File: src/rtl/noc_pkg.sv
// Shared NoC flit definitions: type codes, framing states and the type-field accessor.
package noc_pkg;

   localparam int FLIT_W = 67;
   localparam int TYPE_W = 3;

   localparam logic [TYPE_W-1:0] TYPE_NONE = 3'd0;
   localparam logic [TYPE_W-1:0] TYPE_HEAD = 3'd1;
   localparam logic [TYPE_W-1:0] TYPE_DATA = 3'd2;
   localparam logic [TYPE_W-1:0] TYPE_TAIL = 3'd3;

   typedef enum logic {IDLE, PKT} frame_state_e;

   function automatic logic [TYPE_W-1:0] flit_type(input logic [FLIT_W-1:0] flit);
      return flit[FLIT_W-1 -: TYPE_W];
   endfunction

endpackage

File: src/rtl/mux_out_buffer_if.sv
// Flit channel around the output buffer: upstream side from the mux, downstream side to the link.
interface mux_out_buffer_if
   import noc_pkg::*;
#(
   parameter int DATA_W = FLIT_W,
   parameter int VCH_W  = 2
);
   logic [DATA_W-1:0] idata;
   logic              ivalid;
   logic [VCH_W-1:0]  ivch;
   logic              icredit;
   logic [DATA_W-1:0] odata;
   logic              ovalid;
   logic [VCH_W-1:0]  ovch;
   logic              ocredit;

   modport slave  (input  idata, ivalid, ivch, ocredit,
                   output icredit, odata, ovalid, ovch);
   modport master (output idata, ivalid, ivch, ocredit,
                   input  icredit, odata, ovalid, ovch);
endinterface

File: src/rtl/noc_sync_fifo.sv
// Synchronous FIFO with first-word fall-through read port; caller guarantees no pop when empty.
module noc_sync_fifo
   import noc_pkg::*;
#(
   parameter  int WIDTH = FLIT_W + 2,
   parameter  int DEPTH = 4,
   localparam int PTR_W = $clog2(DEPTH)
) (
   input  logic             clk,
   input  logic             rst,
   input  logic             push_i,
   input  logic             pop_i,
   input  logic [WIDTH-1:0] wdata_i,
   output logic [WIDTH-1:0] rdata_o,
   output logic             full_o,
   output logic             empty_o,
   output logic [PTR_W:0]   count_o
);

   logic [WIDTH-1:0] mem_q [DEPTH];
   logic [PTR_W-1:0] wr_ptr_q, rd_ptr_q;
   logic [PTR_W:0]   count_q;

   // NOTE: the storage array is deliberately not reset; validity is carried by the pointers and count.
   always_ff @(posedge clk) begin
      if (push_i) mem_q[wr_ptr_q] <= wdata_i;
   end

   always_ff @(posedge clk) begin
      if (rst) begin
         wr_ptr_q <= '0;
         rd_ptr_q <= '0;
         count_q  <= '0;
      end else begin
         if (push_i) wr_ptr_q <= wr_ptr_q + 1'b1;
         if (pop_i)  rd_ptr_q <= rd_ptr_q + 1'b1;
         case ({push_i, pop_i})
            2'b10:   count_q <= count_q + 1'b1;
            2'b01:   count_q <= count_q - 1'b1;
            default: ;
         endcase
      end
   end

   assign rdata_o = mem_q[rd_ptr_q];
   assign full_o  = (count_q == (PTR_W+1)'(DEPTH));
   assign empty_o = (count_q == '0);
   assign count_o = count_q;

endmodule

File: src/rtl/mux_out_buffer.sv
// Output flit buffer behind the router 2:1 mux: credit-gated forwarding plus framing/VC checks.
module mux_out_buffer
   import noc_pkg::*;
#(
   parameter  int DATA_W  = FLIT_W,
   parameter  int VCH_W   = 2,
   parameter  int DEPTH   = 4,
   parameter  int CREDITS = 4,
   localparam int OCC_W   = $clog2(DEPTH) + 1,
   localparam int CRD_W   = $clog2(CREDITS + 1)
) (
   input  logic             clk,
   input  logic             rst,
   mux_out_buffer_if.slave  bus,
   output logic [OCC_W-1:0] occupancy,
   output logic [3:0]       err
);

   localparam int ENTRY_W = DATA_W + VCH_W;
   localparam logic [CRD_W-1:0] CRD_MAX = CRD_W'(CREDITS);

   logic               fifo_full, fifo_empty, push, pop;
   logic [ENTRY_W-1:0] head;
   logic [TYPE_W-1:0]  in_type;
   logic [CRD_W-1:0]   credit_q, credit_d;
   frame_state_e       state_q, state_d;
   logic [VCH_W-1:0]   pkt_vc_q, pkt_vc_d;
   logic [3:0]         err_q, err_d;
   logic [DATA_W-1:0]  odata_q;
   logic [VCH_W-1:0]   ovch_q;
   logic               ovalid_q, icredit_q;

   // Pop decision uses the pre-push FIFO state, so a push into an empty FIFO waits one cycle.
   assign pop     = !fifo_empty && (credit_q != '0);
   assign push    = bus.ivalid && (!fifo_full || pop);
   assign in_type = flit_type(bus.idata);

   noc_sync_fifo #(.WIDTH(ENTRY_W), .DEPTH(DEPTH)) u_fifo (
      .clk     (clk),
      .rst     (rst),
      .push_i  (push),
      .pop_i   (pop),
      .wdata_i ({bus.idata, bus.ivch}),
      .rdata_o (head),
      .full_o  (fifo_full),
      .empty_o (fifo_empty),
      .count_o (occupancy)
   );

   // NOTE: every always_comb output gets a default first so no path leaves it unassigned (no latches).
   always_comb begin
      credit_d = credit_q;
      state_d  = state_q;
      pkt_vc_d = pkt_vc_q;
      err_d    = err_q;

      if (bus.ivalid && fifo_full && !pop) err_d[0] = 1'b1;

      case ({bus.ocredit, pop})
         2'b10: begin
            if (credit_q == CRD_MAX) err_d[3] = 1'b1;
            else                     credit_d = credit_q + 1'b1;
         end
         2'b01:   credit_d = credit_q - 1'b1;
         default: ;
      endcase

      if (push) begin
         case (state_q)
            IDLE: begin
               if (in_type == TYPE_HEAD) begin
                  state_d  = PKT;
                  pkt_vc_d = bus.ivch;
               end else begin
                  err_d[1] = 1'b1;
               end
            end
            PKT: begin
               if (in_type == TYPE_DATA || in_type == TYPE_TAIL) begin
                  if (bus.ivch != pkt_vc_q) err_d[2] = 1'b1;
                  if (in_type == TYPE_TAIL) state_d = IDLE;
               end else begin
                  err_d[1] = 1'b1;
                  if (in_type == TYPE_HEAD) pkt_vc_d = bus.ivch;
               end
            end
            default: state_d = IDLE;
         endcase
      end
   end

   // NOTE: sequential state uses non-blocking assignments so all registers update from pre-edge values.
   always_ff @(posedge clk) begin
      if (rst) begin
         credit_q  <= CRD_MAX;
         state_q   <= IDLE;
         pkt_vc_q  <= '0;
         err_q     <= '0;
         odata_q   <= '0;
         ovch_q    <= '0;
         ovalid_q  <= 1'b0;
         icredit_q <= 1'b0;
      end else begin
         credit_q  <= credit_d;
         state_q   <= state_d;
         pkt_vc_q  <= pkt_vc_d;
         err_q     <= err_d;
         ovalid_q  <= pop;
         icredit_q <= pop;
         if (pop) begin
            odata_q <= head[ENTRY_W-1 -: DATA_W];
            ovch_q  <= head[VCH_W-1:0];
         end
      end
   end

   assign bus.odata   = odata_q;
   assign bus.ovch    = ovch_q;
   assign bus.ovalid  = ovalid_q;
   assign bus.icredit = icredit_q;
   assign err         = err_q;

endmodule

File: src/flat_wrapper.sv
// flat-port wrapper written by rule: the top's interface ports become plain ports
module mux_out_buffer_flat import noc_pkg::*;
#(
   parameter  int DATA_W  = FLIT_W,
   parameter  int VCH_W   = 2,
   parameter  int DEPTH   = 4,
   parameter  int CREDITS = 4,
   localparam int OCC_W   = $clog2(DEPTH) + 1,
   localparam int CRD_W   = $clog2(CREDITS + 1)
)
  (clk, rst, occupancy, err, bus_idata, bus_ivalid, bus_ivch, bus_ocredit, bus_icredit, bus_odata, bus_ovalid, bus_ovch);
  mux_out_buffer_if #(.DATA_W(DATA_W), .VCH_W(VCH_W)) bus_i ();
  input  logic clk;
  input  logic rst;
  output logic [OCC_W-1:0] occupancy;
  output logic [3:0] err;
  input wire logic [$bits(bus_i.idata)-1:0] bus_idata;
  input wire logic [$bits(bus_i.ivalid)-1:0] bus_ivalid;
  input wire logic [$bits(bus_i.ivch)-1:0] bus_ivch;
  input wire logic [$bits(bus_i.ocredit)-1:0] bus_ocredit;
  output wire logic [$bits(bus_i.icredit)-1:0] bus_icredit;
  output wire logic [$bits(bus_i.odata)-1:0] bus_odata;
  output wire logic [$bits(bus_i.ovalid)-1:0] bus_ovalid;
  output wire logic [$bits(bus_i.ovch)-1:0] bus_ovch;
  assign bus_i.idata = bus_idata;
  assign bus_i.ivalid = bus_ivalid;
  assign bus_i.ivch = bus_ivch;
  assign bus_i.ocredit = bus_ocredit;
  assign bus_icredit = bus_i.icredit;
  assign bus_odata = bus_i.odata;
  assign bus_ovalid = bus_i.ovalid;
  assign bus_ovch = bus_i.ovch;
  mux_out_buffer #(.DATA_W(DATA_W), .VCH_W(VCH_W), .DEPTH(DEPTH), .CREDITS(CREDITS)) u_core (.clk(clk), .rst(rst), .bus(bus_i), .occupancy(occupancy), .err(err));
endmodule
File: config.mk
export PLATFORM = sky130hd
export DESIGN_NAME = mux_out_buffer_flat
export DESIGN_NICKNAME = d
export VERILOG_FILES = /design/src/rtl/noc_pkg.sv /design/src/rtl/mux_out_buffer_if.sv /design/src/rtl/noc_sync_fifo.sv /design/src/rtl/mux_out_buffer.sv /design/src/flat_wrapper.sv
export SDC_FILE = /design/constraint.sdc
export NUM_CORES = 1
export LEC_CHECK = 0
export CELL_PAD_IN_SITES_DETAIL_PLACEMENT = 1
export CELL_PAD_IN_SITES_GLOBAL_PLACEMENT = 1
export CORE_UTILIZATION = 46
export CTS_BUF_LIST = sky130_fd_sc_hd__clkbuf_8 sky130_fd_sc_hd__clkbuf_16
export CTS_CLUSTER_DIAMETER = 100
export DETAILED_ROUTE_END_ITERATION = 6
export GPL_TIMING_DRIVEN = 0
export PLACE_DENSITY_LB_ADDON = 0.08
export SLEW_MARGIN = 10
export SYNTH_ARGS = -nofsm -noshare
export SYNTH_HDL_FRONTEND = slang
export SYNTH_SLANG_ARGS = --single-unit
File: constraint.sdc
create_clock -name clk -period 8.5 [get_ports clk]
set_clock_uncertainty 0.1 [all_clocks]
set_input_delay 1.7 -clock clk [delete_from_list [all_inputs] [get_ports clk]]
set_output_delay 1.7 -clock clk [all_outputs]
set_load 0.03 [all_outputs]
# --- Word-level counts from Yosys, hierarchy flattened ---
# Memory sizes are Yosys's and may differ from the RTL's. A register that Yosys moved wholly into a read port is not among the register bits.
# Index checks and enable logic that the tools add are counted.
word_totals:
  ram_bits: 276
  output_inout_bits: 78
  ff_bits: 18
  memories: 1
classes:
  add_sub_neg: 6
  n_reduce_logical: 18
  eq_ne: 13
  bitwise_logic: 1
  mux: 15
memory_table:
  columns: ["memory", "words", "word_bits", "rd", "rd_clocked_by_memory_dff", "write_ports", "line_no", "rtl"]
  rows:
  - ["u_core.u_fifo.mem_q", 4, 69, 1, 1, 1, "noc_sync_fifo.sv:20", "logic [WIDTH-1:0] mem_q [DEPTH];"]
ops:
  columns: ["operator", "count"]
  rows:
  - ["3-bit one-hot mux with 2 select lines", 2]
  - ["1-bit two-way mux", 7]
  - ["3-bit by 1-bit adder with 3-bit output, second input constant", 2]
  - ["3-bit by 2-bit == test with 1-bit output, second input constant", 2]
  - ["3-bit == test, second input constant", 2]
  - ["2-bit != test, second input constant", 3]
  - ["2-bit AND reduction", 3]
  - ["3-bit by 1-bit subtractor with 3-bit output, second input constant", 2]
  - ["2-bit by 1-bit adder with 2-bit output, second input constant", 2]
  - ["2-bit by 1-bit == test with 1-bit output, second input constant", 2]
  - ["2-bit == test, second input constant", 2]
  - ["1-bit logical AND", 4]
  - ["2-bit two-way mux", 2]
  - ["1-bit one-hot mux with 2 select lines", 2]
  - ["2-bit one-hot mux with 2 select lines", 1]
  - ["4-bit AND reduction", 1]
  - ["2-bit nonzero test", 2]
  - ["3-bit by 1-bit == test with 1-bit output, second input constant", 1]
  - ["1-bit zero test", 3]
  - ["3-bit zero test", 1]
  - ["3-bit two-way mux", 1]
  - ["3-bit AND reduction", 1]
  - ["3-bit nonzero test", 1]
  - ["1-bit logical OR", 2]
  - ["other kinds (2)", 2]

# --- Logic depth before layout (Yosys ltp) ---
# Gate-level depths: netlist (run 1).
depth:
  depth_word: 7
  ltp_mapped: 10
  depth_no_buf: 8

# --- Cells and area by module ---
# A second synthesis (run 1) with hierarchy kept.
hier_totals:
  cells_unflattened: 779
  area_unflattened_um2: 13419.1
by_module_without_submodules:
  columns: ["mod", "cells_each", "n_inst", "area_each_um2"]
  rows:
  - ["noc_sync_fifo", 408, 1, 10398.7]
  - ["mux_out_buffer", 371, 1, 3020.4]

# --- Worst setup path after synthesis (run 1) ---
# OpenSTA, ideal clock, no wires.
synth_path:
  path_type: "in2reg"
  start: "input bus_ivalid"
  end: "memory u_core.u_fifo.mem_q[0][0] (netlist bit), enable pin"
  slack_ns: 3.822
  stages: 4
  arrival_time_ns: 4.144
  path_cell_list: "buf_4 clkinv_1 a31oi_1 and2_1"
synth_via:
  elab_chain_cells: 3
synth_rtl:
  columns: ["element", "line_no", "rtl"]
  rows:
  - ["start, declared", "flat_wrapper.sv:18", "input wire logic [$bits(bus_i.ivalid)-1:0] bus_ivalid;"]
  - ["1-bit logical AND", "mux_out_buffer.sv:35", "assign push = bus.ivalid && (!fifo_full || pop);"]
  - ["1-bit two-way mux", "noc_sync_fifo.sv:26", "if (push_i) mem_q[wr_ptr_q] <= wdata_i;"]
  - ["1-bit two-way mux (not written as such)", "noc_sync_fifo.sv:26", null]
  - ["end, declared", "noc_sync_fifo.sv:20", null]
# No other way between the ends.

# --- Worst setup path after layout (run 1) ---
layout_path:
  start: "input bus_ivalid"
  end: "memory u_core.u_fifo.mem_q[1][38] (netlist bit), enable pin"
# Same word-level chain as after synthesis.

==> results of run 1 <==
[sequential cells by signal, indices dropped and copies added (netlist names)]
name	count
u_core.bus.ovalid	1
u_core.u_fifo.rd_ptr_q	2
u_core.bus.ovch	2
u_core.u_fifo.wr_ptr_q	2
u_core.bus.odata	67
u_core.pkt_vc_q	2
u_core.state_q	1
u_core.u_fifo.count_o	3
u_core.u_fifo.mem_q	276
u_core.credit_q	3
u_core.err	4
[metrics by stage]
stage | instances | instance area, um^2 | setup slack, ps | power, mW | util [%]
after global placement | 1321 | 15300 | 2140 | 4.33 | 53.6
after detailed placement | 1325 | 15500 | 4220 | 4.39 | 54.0
after CTS | 1390 | 16600 | 4760 | 5.94 | 58.1
after floorplan | 789 | 13400 | 3820 | 3.59 | -
after global routing | 1390 | 16600 | 4610 | 6.15 | 58.1
final | 1390 | 16600 | 4810 | 5.87 | 58.1
[power by group through the flow]
stage / registers (mW) / logic [mW] / clock network, mW
2_1_floorplan: 2.69 / 0.908 / 0
3_3_place_gp: 2.35 / 1.98 / 0
3_5_place_dp: 2.36 / 2.03 / 0
4_1_cts: 2.33 / 2.04 / 1.58
5_1_grt: 2.35 / 2.16 / 1.64
6_report: 2.32 / 2.00 / 1.54
[worst register-to-register path: cells and delay by family (launching register included)]
kind                       cells  cell delay, ps
buffers and inverters          2             800
and+or+nand+nor                5            1390
adders and majority gates      1             440
AOI/OAI and AO/OA              1             160
DFF                            1             330
[area by class of cell]
type | count | area, um^2
buffer | 47 | 258
sequential | 363 | 10000
tap | 384 | 480
clock inverter | 22 | 151
fill | 2591 | 12000
clock buffer | 43 | 1010
multi-input combinational | 368 | 3060
inverter | 11 | 41.3
timing repair buffer | 152 | 1590
[layer usage]
layer	part of all wire (%)	wire length, um
met3	4.1	1230
met1	43	12700
met5	0	0
met4	1.9	571
met2	51	15100
[cells in the final DEF, fill, tap and decap left out, types with 3 or more instances in the layout]
cell type        instances
edfxtp_1               276
clkdlybuf4s50_1        148
nand2_1                145
dfxtp_1                 87
a21oi_1                 77
mux4_2                  69
clkbuf_16               37
clkbuf_1                25
inv_1                   19
nor2_1                  16
buf_2                   10
buf_6                    8
clkbuf_8                 6
clkinv_1                 5
nor3_1                   5
mux2i_1                  5
xnor2_1                  5
clkinv_2                 5
and2_4                   4
ha_1                     4
buf_16                   4
a31oi_1                  3
or3_1                    3
nor3b_1                  3
[cell families (layout without fill, tap and decap cells)]
logic type,Yosys count,count (layout)
flops,363,363
simple gates,186,186
compound gates,95,95
mux,74,74
buf+inv,58,275
xor+xnor,7,7
fa+ha+maj,6,6
[path summary, 6_finish.rpt]
check	startpoint	endpoint
worst min register to register	u_core.bus.odata[48]$_SDFFE_PP0N_	u_core.bus.odata[48]$_SDFFE_PP0N_
worst max-delay path	bus_ivalid	u_core.u_fifo.mem_q[1][38]$_DFFE_PP_
worst max register to register	u_core.u_fifo.count_o[1]$_SDFFE_PP0P_	u_core.u_fifo.count_o[2]$_SDFFE_PP0P_
worst min-delay path	u_core.bus.odata[48]$_SDFFE_PP0N_	u_core.bus.odata[48]$_SDFFE_PP0N_
==> impl_metrics.env, run 1 <==
export IMPL_diodes=0
export IMPL_finalSetupViolations=0
export IMPL_synth_common_cells="276 x edfxtp_1, 145 x nand2_1, 87 x dfxtp_1"
export IMPL_p_sw_mw=1.97
export IMPL_synthesis_nets=868
export IMPL_grt_pass1_wl_um=45900
export IMPL_maxSlewViolCount=0
export IMPL_intPower_mw=3.89
export IMPL_core_area_um2=28600
export IMPL_htree_num_levels=2
export IMPL_clk_path_buf_depth=3
export IMPL_fin_hold_ws_ps=355
export IMPL_crit_family="compound AO/OA/AOI/OAI gates"
export IMPL_critical_path_depth=5
export IMPL_rows=62
export IMPL_path_max_fanout=39
export IMPL_synthCells=789
export IMPL_tightest_slew_ps=849
export IMPL_drive_above_1_share_pct=15.5
export IMPL_tritoncts="built"
export IMPL_cts_sinks=363
export IMPL_comb_power_share_pct=34.2
export IMPL_ant_nets=0
export IMPL_die_w_um=173
export IMPL_p_leak_nw=5.47
export IMPL_switching_share_pct=33.6
export IMPL_final_hold_viol_count=0
export IMPL_fmax_mhz=271
export IMPL_synth_mux_area_share_pct=12.0
export IMPL_synth_area_um2=13400
export IMPL_grtUsageMet3_pct=3.91
export IMPL_arrival_ps=3780
export IMPL_syn2layout_area_growth_pct=24.2
export IMPL_syn_avg_cell_area_um2=17.0
export IMPL_drc=0
export IMPL_antenna_found_initial=0
export IMPL_insertion_delay_ps=510
export IMPL_pin_count=151
export IMPL_crit_slowest_cell="a31oi_1"
export IMPL_grt_pass1_vias=8099
export IMPL_drt_iter0_markers=464
export IMPL_fin_tns_setup_ps=0
export IMPL_vias=7376
export IMPL_relSlewSlack_pct=43.1
export IMPL_yosysMostFrequentCell="edfxtp_1"
export IMPL_dp_hpwl_um=18600
export IMPL_clock_power_share_pct=26.3
export IMPL_yosysTopAreaCellShare_pct=62.0
export IMPL_critical_path_required_ps=8590
export IMPL_synthAdderAreaFrac_pct=0.674
export IMPL_ys_ff_latch=363
export IMPL_grt_max_degree=43
export IMPL_wirelength_um=29600
export IMPL_use_met1_pct=26.0
export IMPL_dieArea_um2=29800
export IMPL_synth_enable_flop_cells=276
export IMPL_top_usage_layer="met2"
export IMPL_grtUsageMet2_pct=35.4
export IMPL_holdPathStages=2
export IMPL_clk_pin_slew_worst_paths_ps=60
export IMPL_hp_class="register to register"
export IMPL_synth_distinct_cells=44
export IMPL_drt_pass1_iter_count=4
export IMPL_synth_top_area_cell="edfxtp_1"
export IMPL_postCtsHoldBufs=0
export IMPL_viasPerCell=5.31
export IMPL_async_reset_ff_share_pct=0
export IMPL_grt_setup_unrepaired="no"
export IMPL_period_share_pct=43.5
export IMPL_end_kind="register"
export IMPL_synth_area_leaders="edfxtp_1 62%, dfxtp_1 13%, mux4_2 12%"
export IMPL_port_buffers=148
export IMPL_grt_overflow=0
export IMPL_slowest_delay_ps=700
export IMPL_gp_congestion=0.779
export IMPL_yosys_warnings=0
export IMPL_die_y_um=173
export IMPL_r2r_slack_ps=5210
export IMPL_crit_type="primary input to register"
export IMPL_synth_simple_area_share_pct=5.72
export IMPL_run_status="finished clean"
export IMPL_max_vdd_ir_drop_v=0.000203
export IMPL_fin_crit_ps=3690
export IMPL_nets=1059
export IMPL_cts_inserted_buffers=37
export IMPL_synth_compound_area_share_pct=3.94
export IMPL_cap_violations=0
export IMPL_crit_chain="buf_4 -> clkinv_1 -> a31oi_1 -> and2_4 -> buf_16"
export IMPL_wl_per_cell_um=21.3
export IMPL_synth_top_family_by_area="multiplexers"
export IMPL_post_cts_buffers=0
export IMPL_grt_usage_pct=20.3
export IMPL_ys_seq_area_share_pct=75.0
export IMPL_critPathLaunchType="primary input"
export IMPL_r2r_cells=9
export IMPL_ctsResizeCount=0
export IMPL_synth_xor_area_share_pct=0.458
export IMPL_powerDensity_nw_per_um2=353
export IMPL_pwr_share_seq_pct=39.6
export IMPL_critPathBufInv=3
export IMPL_yosys_most_used_dff="edfxtp_1"
export IMPL_cts_root_buf="clkbuf_16"
export IMPL_start_util_pct=46.7
(Power assumes the default switching activity.)
==> run 2, diff against run 1 <==
--- a/config.mk
+++ b/config.mk
@@ -7,7 +7,7 @@
 export LEC_CHECK = 0
 export CELL_PAD_IN_SITES_DETAIL_PLACEMENT = 1
 export CELL_PAD_IN_SITES_GLOBAL_PLACEMENT = 1
-export CORE_UTILIZATION = 46
+export CORE_UTILIZATION = 43
 export CTS_BUF_LIST = sky130_fd_sc_hd__clkbuf_8 sky130_fd_sc_hd__clkbuf_16
 export CTS_CLUSTER_DIAMETER = 100
 export DETAILED_ROUTE_END_ITERATION = 6
==> constraint.sdc (replaced) <==
create_clock -name clk -period 3.3 [get_ports clk]
set_clock_uncertainty 0.1 [all_clocks]
set_input_delay 0.66 -clock clk [delete_from_list [all_inputs] [get_ports clk]]
set_output_delay 0.66 -clock clk [all_outputs]
set_load 0.03 [all_outputs]
==> run 2 against run 1 <==
Against the previous run:
- non-clock buffer count shrank 1
- largest cell class unchanged
- largest power group unchanged
- cell count rose by 1.3%
- wire length shrank 0.30%
- die area is 6.9% higher
- sequential power rose to 2.6 times the previous value
- critical path depth unchanged
- sequential share of layout area shrank 0.63 points
- clock power grew to 2.9 times the previous value
- flip-flop and latch count is the same
- count of clock-buffer cells in the layout is the same
- global-route usage is 0.98 points lower
- via count decreased by 1.0%
==> impl_metrics.env, run 2 (synthesis gave the netlist of run 1 again) <==
export IMPL_switching_share_pct=33.1
export IMPL_diodes=0
export IMPL_tightest_slew_ps=812
export IMPL_clock_power_share_pct=28.6
export IMPL_ant_nets=0
export IMPL_fin_crit_ps=2860
export IMPL_final_hold_viol_count=0
export IMPL_clk_pin_slew_worst_paths_ps=60
export IMPL_comb_power_share_pct=33.0
export IMPL_cts_sinks=363
export IMPL_fin_util_pct=54.9
export IMPL_grt_usage_pct=19.3
export IMPL_core_area_um2=30600
export IMPL_placed_area_um2=15500
export IMPL_slowest_delay_ps=670
export IMPL_arrival_ps=2960
export IMPL_critical_path_required_ps=3390
export IMPL_powerDensity_nw_per_um2=925
export IMPL_crit_family="simple AND/OR/NAND/NOR gates"
export IMPL_layout_cells_non_filler=1408
export IMPL_fillers=2871
export IMPL_drt_pass1_iter_count=4
export IMPL_cts_inserted_buffers=40
export IMPL_multi_input_area_um2=3060
export IMPL_antenna_found_initial=0
export IMPL_insertion_delay_ps=520
export IMPL_drive_above_1_share_pct=16.2
export IMPL_r2r_start="u_core.u_fifo.count_o[1]$_SDFFE_PP0P_"
export IMPL_finalSetupViolations=0
export IMPL_fin_tns_setup_ps=0
export IMPL_max_vdd_ir_drop_v=0.000483
export IMPL_critPathBufInv=2
export IMPL_final_cell_mix="276 x edfxtp_1, 148 x clkdlybuf4s50_1, 145 x nand2_1"
export IMPL_drt_iter0_markers=428
export IMPL_syn2layout_area_growth_pct=25.5
export IMPL_grt_pass1_wl_um=45700
export IMPL_grt_max_degree=49
export IMPL_maxSlewViolCount=0
export IMPL_crit_chain="clkbuf_1 -> nor2_1 -> a31oi_1 -> and2_4 -> buf_16"
export IMPL_final_common_cell="edfxtp_1"
export IMPL_min_from="u_core.bus.odata[50]$_SDFFE_PP0N_"
export IMPL_p_leak_nw=5.54
export IMPL_tritoncts="built"
export IMPL_port_buffers=148
export IMPL_start_util_pct=43.7
export IMPL_period_share_pct=86.8
export IMPL_die_y_um=178
export IMPL_viasPerCell=5.19
export IMPL_crit_slowest_cell="and2_4"
export IMPL_largest_register_ff_count=276
export IMPL_critical_path_depth=5
export IMPL_dp_cells=1337
export IMPL_run_status="finished clean"
export IMPL_intPower_mw=10.4
export IMPL_hp_class="register to register"
export IMPL_r2r_cells=5
export IMPL_relSlewSlack_pct=45.6
export IMPL_seqCellArea_um2=10000
export IMPL_cts_root_buf="clkbuf_16"
export IMPL_regMostFlops="u_core.u_fifo.mem_q"
export IMPL_dp_hpwl_um=18200
export IMPL_grt_overflow=0
export IMPL_htree_num_levels=2
export IMPL_end_kind="register"
export IMPL_path_max_fanout=36
export IMPL_drc=0
export IMPL_die_w_um=178
export IMPL_gp_congestion=0.747
export IMPL_clk_path_buf_depth=3
export IMPL_grt_setup_unrepaired="no"
export IMPL_rows=64
export IMPL_fmax_mhz=349
export IMPL_design_area_um2=16800
export IMPL_pwr_share_seq_pct=38.4
export IMPL_setup_worst_path_start="u_core.u_fifo.count_o[1]$_SDFFE_PP0P_"
export IMPL_wl_per_cell_um=21.0
export IMPL_cap_violations=0
export IMPL_critPathLaunchType="register"
export IMPL_pin_count=151
export IMPL_vias=7302
export IMPL_grt_pass1_vias=7846
export IMPL_holdPathStages=2
export IMPL_crit_type="register to register"
export IMPL_wirelength_um=29500
export IMPL_nets=1061
export IMPL_p_sw_mw=5.14
export IMPL_dieArea_um2=31800
-- run 2: cell count changes in the layout (fill, tap and decap cells not counted), sizes merged --
cell      delta
bufinv       +3
clkbuf       -1
clkinv       +6
clkinvlp     +1
inv          -3
-- run 2: worst paths after layout --
kind                                                             end  slack [ps]
worst max-delay path            u_core.u_fifo.mem_q[3][59]$_DFFE_PP_         440
worst min-delay path               u_core.bus.odata[50]$_SDFFE_PP0N_         350
worst max register to register  u_core.u_fifo.mem_q[3][59]$_DFFE_PP_         440
worst min register to register     u_core.bus.odata[50]$_SDFFE_PP0N_         350
-- run 2: through the flow --
step / power [mW] / hold WS (ps) / setup slack, ps
finish: 15.5 / 354 / 435
global route: 16.4 / 374 / 194
CTS: 15.8 / 358 / 136
detailed placement: 11.3 / 349 / -54.2
global placement: 11.2 / 341 / -751
floorplan: 9.25 / 350 / 395
-- run 2: repair_timing --
item,CTS,global route
setup endpoints to repair,1,1
hold endpoints to repair,0,0
buffers inserted,0,0
hold buffers,0,0
resized for setup,1,0
-- run 2: tightest hold or removal path, cell delays in order (launching register included) --
cell	delay [ps]
dfxtp_1	310
nand2_1	50
a21oi_1	50
-- run 2: cell type report --
| type | count | share of cell area [%] |
|---|---|---|
| timing repair buffer | 152 | 9.48 |
| clock inverter | 29 | 1.58 |
| clock buffer | 43 | 6.27 |
| tap | 396 | 2.95 |
| sequential | 363 | 59.7 |
| buffer | 46 | 1.51 |
| inverter | 11 | 0.246 |
| multi-input combinational | 368 | 18.2 |
-- run 2: power groups by stage --
stage / sequential, mW / combinational [mW] / clock (mW)
floorplan: 6.91 / 2.34 / 0
global placement: 6.06 / 5.14 / 0
detailed placement: 6.07 / 5.23 / 0
CTS: 5.98 / 5.26 / 4.55
global route: 6.04 / 5.60 / 4.73
finish: 5.97 / 5.13 / 4.44
-- run 2: layer usage --
metal	wire length (um)	GRT usage, %	share of wire, %	vias to the layer above
met3	1470	4.11	5.0	37
li1	-	-	-	3387
met5	0	0	0	-
met2	14900	33.1	51	140
met1	12700	25.1	43	3738
met4	398	4.77	1.3	0
